==> src/rtl/seg_byte_rx.sv <==
// seg_byte_rx
//   Assembles bytes from pairs of strobed 7-segment codes. The first valid
//   code supplies the low nibble and the second supplies the high nibble.
//   An invalid code, or a missing high nibble after TIMEOUT idle cycles,
//   raises a one-cycle error pulse. Errors are also tallied in a saturating
//   counter.
//
// Parameters
//   TIMEOUT  : idle cycles tolerated in WAIT_HI before a timeout error
//
// Ports
//   clk      : clock, rising edge
//   rst      : asynchronous active-high reset
//   seg      : [6:0] active-low segment code, bit6=g .. bit0=a
//   seg_stb  : seg is valid this cycle
//   byte_out : [7:0] last assembled byte {high, low}
//   byte_vld : one-cycle pulse when byte_out updates
//   err      : one-cycle pulse on invalid code or timeout
//   busy     : high while waiting for the high nibble
//   err_cnt  : [7:0] saturating count of err pulses
module seg_byte_rx #(
    parameter int TIMEOUT = 255
) (
    input  logic       clk,
    input  logic       rst,
    input  logic [6:0] seg,
    input  logic       seg_stb,
    output logic [7:0] byte_out,
    output logic       byte_vld,
    output logic       err,
    output logic       busy,
    output logic [7:0] err_cnt
);

    // Wide enough to hold TIMEOUT itself, so the counter never wraps.
    localparam int CNT_W = (TIMEOUT < 2) ? 1 : $clog2(TIMEOUT + 1);
    localparam logic [CNT_W-1:0] CNT_LAST = CNT_W'(TIMEOUT - 1);
    localparam logic [CNT_W-1:0] CNT_ONE  = CNT_W'(1);

    typedef enum logic {
        IDLE    = 1'b0,
        WAIT_HI = 1'b1
    } state_t;

    state_t           state_q, state_d;
    logic [CNT_W-1:0] cnt_q, cnt_d;
    logic [3:0]       low_q, low_d;
    logic [7:0]       byte_q, byte_d;
    logic             vld_q, vld_d;
    logic             err_q, err_d;
    logic             busy_q, busy_d;
    logic [7:0]       err_cnt_q, err_cnt_d;

    logic             dec_ok;
    logic [3:0]       dec_nib;

    // Returns {valid, nibble}; anything outside the table is invalid.
    function automatic logic [4:0] seg_decode(input logic [6:0] code);
        logic [4:0] r;
        case (code)
            7'b1000000: r = {1'b1, 4'h0};
            7'b1111001: r = {1'b1, 4'h1};
            7'b0100100: r = {1'b1, 4'h2};
            7'b0110000: r = {1'b1, 4'h3};
            7'b0011001: r = {1'b1, 4'h4};
            7'b0010010: r = {1'b1, 4'h5};
            7'b0000010: r = {1'b1, 4'h6};
            7'b1111000: r = {1'b1, 4'h7};
            7'b0000000: r = {1'b1, 4'h8};
            7'b0010000: r = {1'b1, 4'h9};
            7'b0001000: r = {1'b1, 4'hA};
            7'b0000011: r = {1'b1, 4'hB};
            7'b1000110: r = {1'b1, 4'hC};
            7'b0100001: r = {1'b1, 4'hD};
            7'b0000110: r = {1'b1, 4'hE};
            7'b0001110: r = {1'b1, 4'hF};
            default:    r = 5'b0_0000;
        endcase
        return r;
    endfunction

    assign {dec_ok, dec_nib} = seg_decode(seg);

    always_comb begin
        state_d   = state_q;
        cnt_d     = cnt_q;
        low_d     = low_q;
        byte_d    = byte_q;
        vld_d     = 1'b0;
        err_d     = 1'b0;

        case (state_q)
            IDLE: begin
                if (seg_stb) begin
                    if (dec_ok) begin
                        low_d   = dec_nib;
                        cnt_d   = '0;
                        state_d = WAIT_HI;
                    end else begin
                        err_d   = 1'b1;
                    end
                end
            end
            WAIT_HI: begin
                // A strobe always wins over a timeout landing on the same cycle.
                if (seg_stb) begin
                    state_d = IDLE;
                    if (dec_ok) begin
                        byte_d = {dec_nib, low_q};
                        vld_d  = 1'b1;
                    end else begin
                        err_d  = 1'b1;
                        low_d  = 4'h0;
                    end
                end else if (cnt_q == CNT_LAST) begin
                    err_d   = 1'b1;
                    cnt_d   = '0;
                    state_d = IDLE;
                end else begin
                    cnt_d   = cnt_q + CNT_ONE;
                end
            end
            default: state_d = IDLE;
        endcase

        // busy is registered from the next state so it tracks WAIT_HI exactly.
        busy_d = (state_d == WAIT_HI);

        err_cnt_d = err_cnt_q;
        if (err_d && (err_cnt_q != 8'hFF)) begin
            err_cnt_d = err_cnt_q + 8'd1;
        end
    end

    always_ff @(posedge clk or posedge rst) begin
        if (rst) begin
            state_q   <= IDLE;
            cnt_q     <= '0;
            low_q     <= 4'h0;
            byte_q    <= 8'h00;
            vld_q     <= 1'b0;
            err_q     <= 1'b0;
            busy_q    <= 1'b0;
            err_cnt_q <= 8'h00;
        end else begin
            state_q   <= state_d;
            cnt_q     <= cnt_d;
            low_q     <= low_d;
            byte_q    <= byte_d;
            vld_q     <= vld_d;
            err_q     <= err_d;
            busy_q    <= busy_d;
            err_cnt_q <= err_cnt_d;
        end
    end

    assign byte_out = byte_q;
    assign byte_vld = vld_q;
    assign err      = err_q;
    assign busy     = busy_q;
    assign err_cnt  = err_cnt_q;

endmodule

==> config.mk <==
export PLATFORM = sky130hd
export DESIGN_NAME = seg_byte_rx
export DESIGN_NICKNAME = d
export VERILOG_FILES = /design/src/rtl/seg_byte_rx.sv
export SDC_FILE = /design/constraint.sdc
export NUM_CORES = 1
export LEC_CHECK = 0
export ABC_AREA = 1
export CAP_MARGIN = 20
export CORE_MARGIN = 1.5
export CORE_UTILIZATION = 54
export CTS_CLUSTER_SIZE = 25
export DETAILED_ROUTE_END_ITERATION = 6
export PLACE_DENSITY = 0.79
export SYNTH_ARGS = -nofsm -noshare
export SYNTH_HDL_FRONTEND = slang
export SYNTH_SLANG_ARGS = --single-unit
==> constraint.sdc <==
create_clock -name clk -period 2.1 [get_ports clk]
set_input_delay 0.315 -clock clk [delete_from_list [all_inputs] [get_ports clk]]
set_output_delay 0.315 -clock clk [all_outputs]
set_load 0.005 [all_outputs]
### Word level (Yosys, flattened, before mapping)

Cells that the tools add are included.

* register bits after elaboration: 31
* output and inout port bits: 19
* logic and storage cells: 59

* add/sub/neg operators: 2
* equality and inequality tests: 22
* multiplexer cells: 22
* bitwise gates (word level): 1
* reductions and logical operators: 5

Operators with widths (number)
* $pmux W5 S16: 1
* $mux W8: 4
* $eq A7 B7 Y1 const B: 4
* $eq A7 B5 Y1 const B: 3
* $eq A7 B6 Y1 const B: 3
* $add A8 B1 Y8 const B: 2
* $mux W4: 4
* $pmux W8 S2: 1
* $eq A7 B2 Y1 const B: 2
* $eq A7 B4 Y1 const B: 2
* $ne A2 B2 Y1 const B: 5
* $mux W1: 9
* $eq A8 B8 Y1 const B: 1
* $ne A8 B8 Y1 const B: 1
* $pmux W4 S2: 1
* $eq A7 B3 Y1 const B: 1
* $logic_not A7 Y1: 1
* $reduce_and A3 Y1: 2
* $pmux W1 S2: 2
* $reduce_and A4 Y1: 1
* $logic_and A1 B1 Y1: 1
* $not A1 Y1: 1

### Depth between registers and ports, before layout

* depth after elaboration: 6
* mapped depth: 12
* depth with buffers taken out: 12

### Worst setup path before layout

OpenSTA, ideal clock, no wires.

* path type: reg2reg
* start point: reg cnt_q[0]
* end point: reg err_cnt_q[3], in the netlist err_cnt[3]
* setup time: 0.117 ns
* arrival time: 1.408 ns
* required time: 1.983 ns
* path slack: 0.575 ns
* stages on the path, launching flop included: 10
* clock period less this slack: 1.525 ns
* cell sequence: dfrtp_1 > inv_1 > ha_1 > nand3_1 > nor3_4 > nand3_1 > nand2_4 > nand2_4 > nand2_1 > nand2_1

* word-level cells in the longest chain between the ends: 5

RTL lines
* from (decl): line 46 `logic [CNT_W-1:0] cnt_q, cnt_d;`
* from (signal assigned): line 147 `cnt_q <= cnt_d;`
* $eq A8 B8 Y1: line 115 `end else if (cnt_q == CNT_LAST) begin`
* $mux W1: line 115
* $mux W1: line 106 `if (seg_stb) begin`
* $pmux W1 S2: line 92 `case (state_q)`
* via err_d: line 50 `logic err_q, err_d;`
* $logic_and A1 B1 Y1: line 130 `if (err_d && (err_cnt_q != 8'hFF)) begin`
* to (signal assigned): line 153 `err_cnt_q <= err_cnt_d;`
* to (decl): line 52 `logic [7:0] err_cnt_q, err_cnt_d;`

The timed path passes the listed nets, and every way through them passes these cells.
A chain may end at the register's enable or synchronous reset.

### Final worst setup path

* start point: in seg[1]
* end point: reg byte_q[3], in the netlist byte_out[3]

* word-level cells in the longest chain between the ends: 3

RTL lines
* from (decl): line 26 `input logic [6:0] seg,`
* $eq A7 B4 Y1 (tied with other cells): line 60 `case (code)`
* $pmux W5 S16 *: line 60
* $reduce_and A3 Y1 (no source line) *
* to (signal assigned): line 149 `byte_q <= byte_d;`
* to (decl): line 48 `logic [7:0] byte_q, byte_d;`

Every way passes the cells marked *; elsewhere a longest branch is shown, timed or not.

==> impl_metrics.tcl <==
set metrics [dict create \
    final_report_max_slew_violation_count 0 \
    synthAdderAreaFrac_pct 1.87 \
    row_count 21 \
    min_path_type "in -> async" \
    maxCapViolations 0 \
    leakage_uw 0.00123 \
    die-width_um 64.0 \
    vdd_drop_max_v 0.000337 \
    drtIter0Drc 135 \
    post_cts.repair.setup_buffers 0 \
    worst_slew_margin_rel_pct 71.2 \
    cts_hold_buf 0 \
    fmax_mhz 527 \
    synth_cells 254 \
    grt_antenna_before_repair 0 \
    initial_core_util_pct 58.4 \
    stdcell_count 343 \
    ioPinCount 29 \
    synth_fp_nets 267 \
    worst-endpoint-required_ns 2.32 \
    globalRouteTotalUtil_pct 22.3 \
    cts.path.max_buffers 2 \
    gp_congestion 0.921 \
    synthesis.area_per_instance_um2 7.92 \
    setup_viol 0 \
    synth_seq_cells 31 \
    grt_pass1_wl_um 7150 \
    crit_path_top_delay_cell "clkdlybuf4s50_1" \
    filler_cell_count 273 \
    numCtsBuffers 5 \
    grt_pass1_vias 1683 \
    sequential_cell_area_um2 776 \
    post_synth_instance_area_um2 2010 \
    nNetsFinal 310 \
    grt_start_max_net_pins 32 \
    clk_transition_reported_paths_ns 0.06 \
    period_minus_slack_ns 1.90 \
    multiInputGateArea_um2 1120 \
    most_frequent_standard_cell_in_the_layout_excluding_fill_and_tap_cells "nand2_1" \
    aggregate_global_routing_overflow 0 \
    io_buffer_count 28 \
    clock_tree_from_tritoncts "done" \
    place.detailed.hpwl_um 2990 \
    cts-root-buf "clkbuf_8" \
    final_routed_wirelength_um 3940 \
    die_footprint_um2 4100 \
    placed_cells 336 \
    design.core.area_um2 3440 \
    worst-slew-pin-transition_ns 0.430 \
    routedWlPerCell_um 11.5 \
    period_utilization_pct 90.4 \
    fp.dieH_um 64.0 \
    rsz0062_at_grt "false" \
    num_vias 1747 \
    insertion_delay_ns 0.28 \
    share_of_synthesized_cell_area_in_and_or_nand_and_nor_gates_pct 46.0 \
    clkSinkCount 31 \
    drt_pass1_iterations 4 \
    htree_num_levels 2 \
    max_stage_delay_ns 0.58 \
    crit-reg2reg-launch "cnt_q[0]" \
    minimum_hold_slack_ns 0.409 \
    setup.worst_path.start_class "input pin" \
    timing.critical_path.from "seg[1]" \
    avgViaCountPerCell 5.09 \
    cts_resized 0 \
    pwr_density_cell_nw_per_um2 665 \
    postRouteAntennaNets 0 \
    flow.area_growth_from_synthesis_pct 23.5 \
    synthDistinctLibCells 26 \
    outcome "finished clean" \
    multiplexer_share_of_the_synthesized_area_pct 0 \
    synth_warnings 0 \
    synth_sequential_area_ratio_pct 38.6 \
    hold_viol 0 \
    layout_common_cells "72 x nand2_1, 31 x dfrtp_1, 28 x clkdlybuf4s50_1, 26 x nand3_1" \
    timing.clock.skew_ns 0.00410 \
    synth_compound_gate_area_share_pct 4.42 \
    critical_setup_path_kind "in -> reg" \
    synth_top_family_by_area "simple AND/OR/NAND/NOR gates" \
    drc_errors 0 \
    timing.critical_path.fanout_max 11 \
    crit_chain "clkdlybuf4s50_1 > inv_2 > nor2_2 > nand4_1 > nand3_2 > nor2_4 > nand2_4 > nand3_4 > inv_2 > nand2_1 > nand2_1" \
    synth_xor_area_share_pct 3.48 \
    crit_arrival_ns 2.12 \
    antenna-diode-count 0 \
    worstSetupEndpointType "flop" \
    drive_gt1_share_pct 23.2 \
]
synth_stat cells, drive strengths merged:
| cell type | instances | share of area (%) |
|---|---|---|
| buf | 1 | 1.0 |
| nor3 | 8 | 2.6 |
| xnor2 | 2 | 0.87 |
| nand2 | 94 | 23 |
| nor2 | 33 | 9.1 |
| inv | 25 | 4.7 |
| a21oi | 1 | 0.25 |
| o22ai | 1 | 0.31 |
| nand3b | 1 | 0.37 |
| ha | 3 | 1.9 |
| nor4 | 4 | 1.2 |
| nand4 | 3 | 0.93 |
| o21ai | 11 | 3.9 |
| xor2 | 6 | 2.6 |
| nand3 | 30 | 8.8 |
| dfrtp | 31 | 39 |
report_power, final:
part	switching [µW]	internal (µW)	leakage [µW]
Clock	212	257	0.0000470
Sequential	99.3	678	0.000420
Combinational	193	213	0.000765
layer usage:
| layer | share of wire (%) | wire length, µm | global-route usage (%) |
|---|---|---|---|
| met5 | 0 | 0 | 0 |
| met4 | 1.8 | 72 | 10.1 |
| met3 | 4.1 | 162 | 4.05 |
| met2 | 48 | 1900 | 37.1 |
| met1 | 46 | 1800 | 28.0 |
critical path, delay by kind of cell:
| kind | cells | cell delay (ns) |
|---|---|---|
| buffers and inverters | 3 | 0.80 |
| AND/OR/NAND/NOR | 8 | 1.00 |
layout make-up:
type / instances / share of cell area [%]
Clock inverter: 1 / 0.202
Sequential cell: 31 / 31.2
Inverter: 25 / 3.78
Clock buffer: 6 / 3.32
Tap cell: 46 / 2.32
Timing Repair Buffer: 37 / 14.0
Multi-Input combinational cell: 197 / 45.1
flip-flops by register name, summed over array words and instances (netlist names):
name / cells
busy: 1
byte_out: 8
byte_vld: 1
cnt_q: 8
err: 1
err_cnt: 8
low_q: 4
kinds of logic after synthesis:
| kind of cell | after synthesis |
|---|---|
| and+or+nand+nor | 173 |
| xor gates and xnor gates | 8 |
| adders and majority gates | 3 |
| DFF | 31 |
| AOI/OAI and AO/OA | 13 |
| buffers and inverters | 26 |
worst paths after layout:
path | to | slack, ns | depth (start not counted)
min in group clk | byte_out[0] | 0.49 | 2
hold / removal | byte_out[0] | 0.41 | 3
setup / recovery | byte_out[3] | 0.20 | 11
setup reg to reg | err_cnt[5] | 0.54 | 9
hold reg to reg | byte_out[0] | 0.49 | 2
max in group asynchronous | cnt_q[0] | 1.41 | 3
through the flow:
stage	util, %	total power, µW	cell area [µm²]	setup TNS, ns	setup WS (ns)
global placement	69.6	1180	2400	-0.170	-0.0385
finish	72.2	1650	2480	0	0.201
CTS	72.2	1670	2480	0	0.220
global route	72.2	1750	2480	0	0.0231
floorplan	-	993	2010	0	0.575
detailed placement	69.6	1190	2400	-0.317	-0.0605
Power figures use the tool's default switching activity.
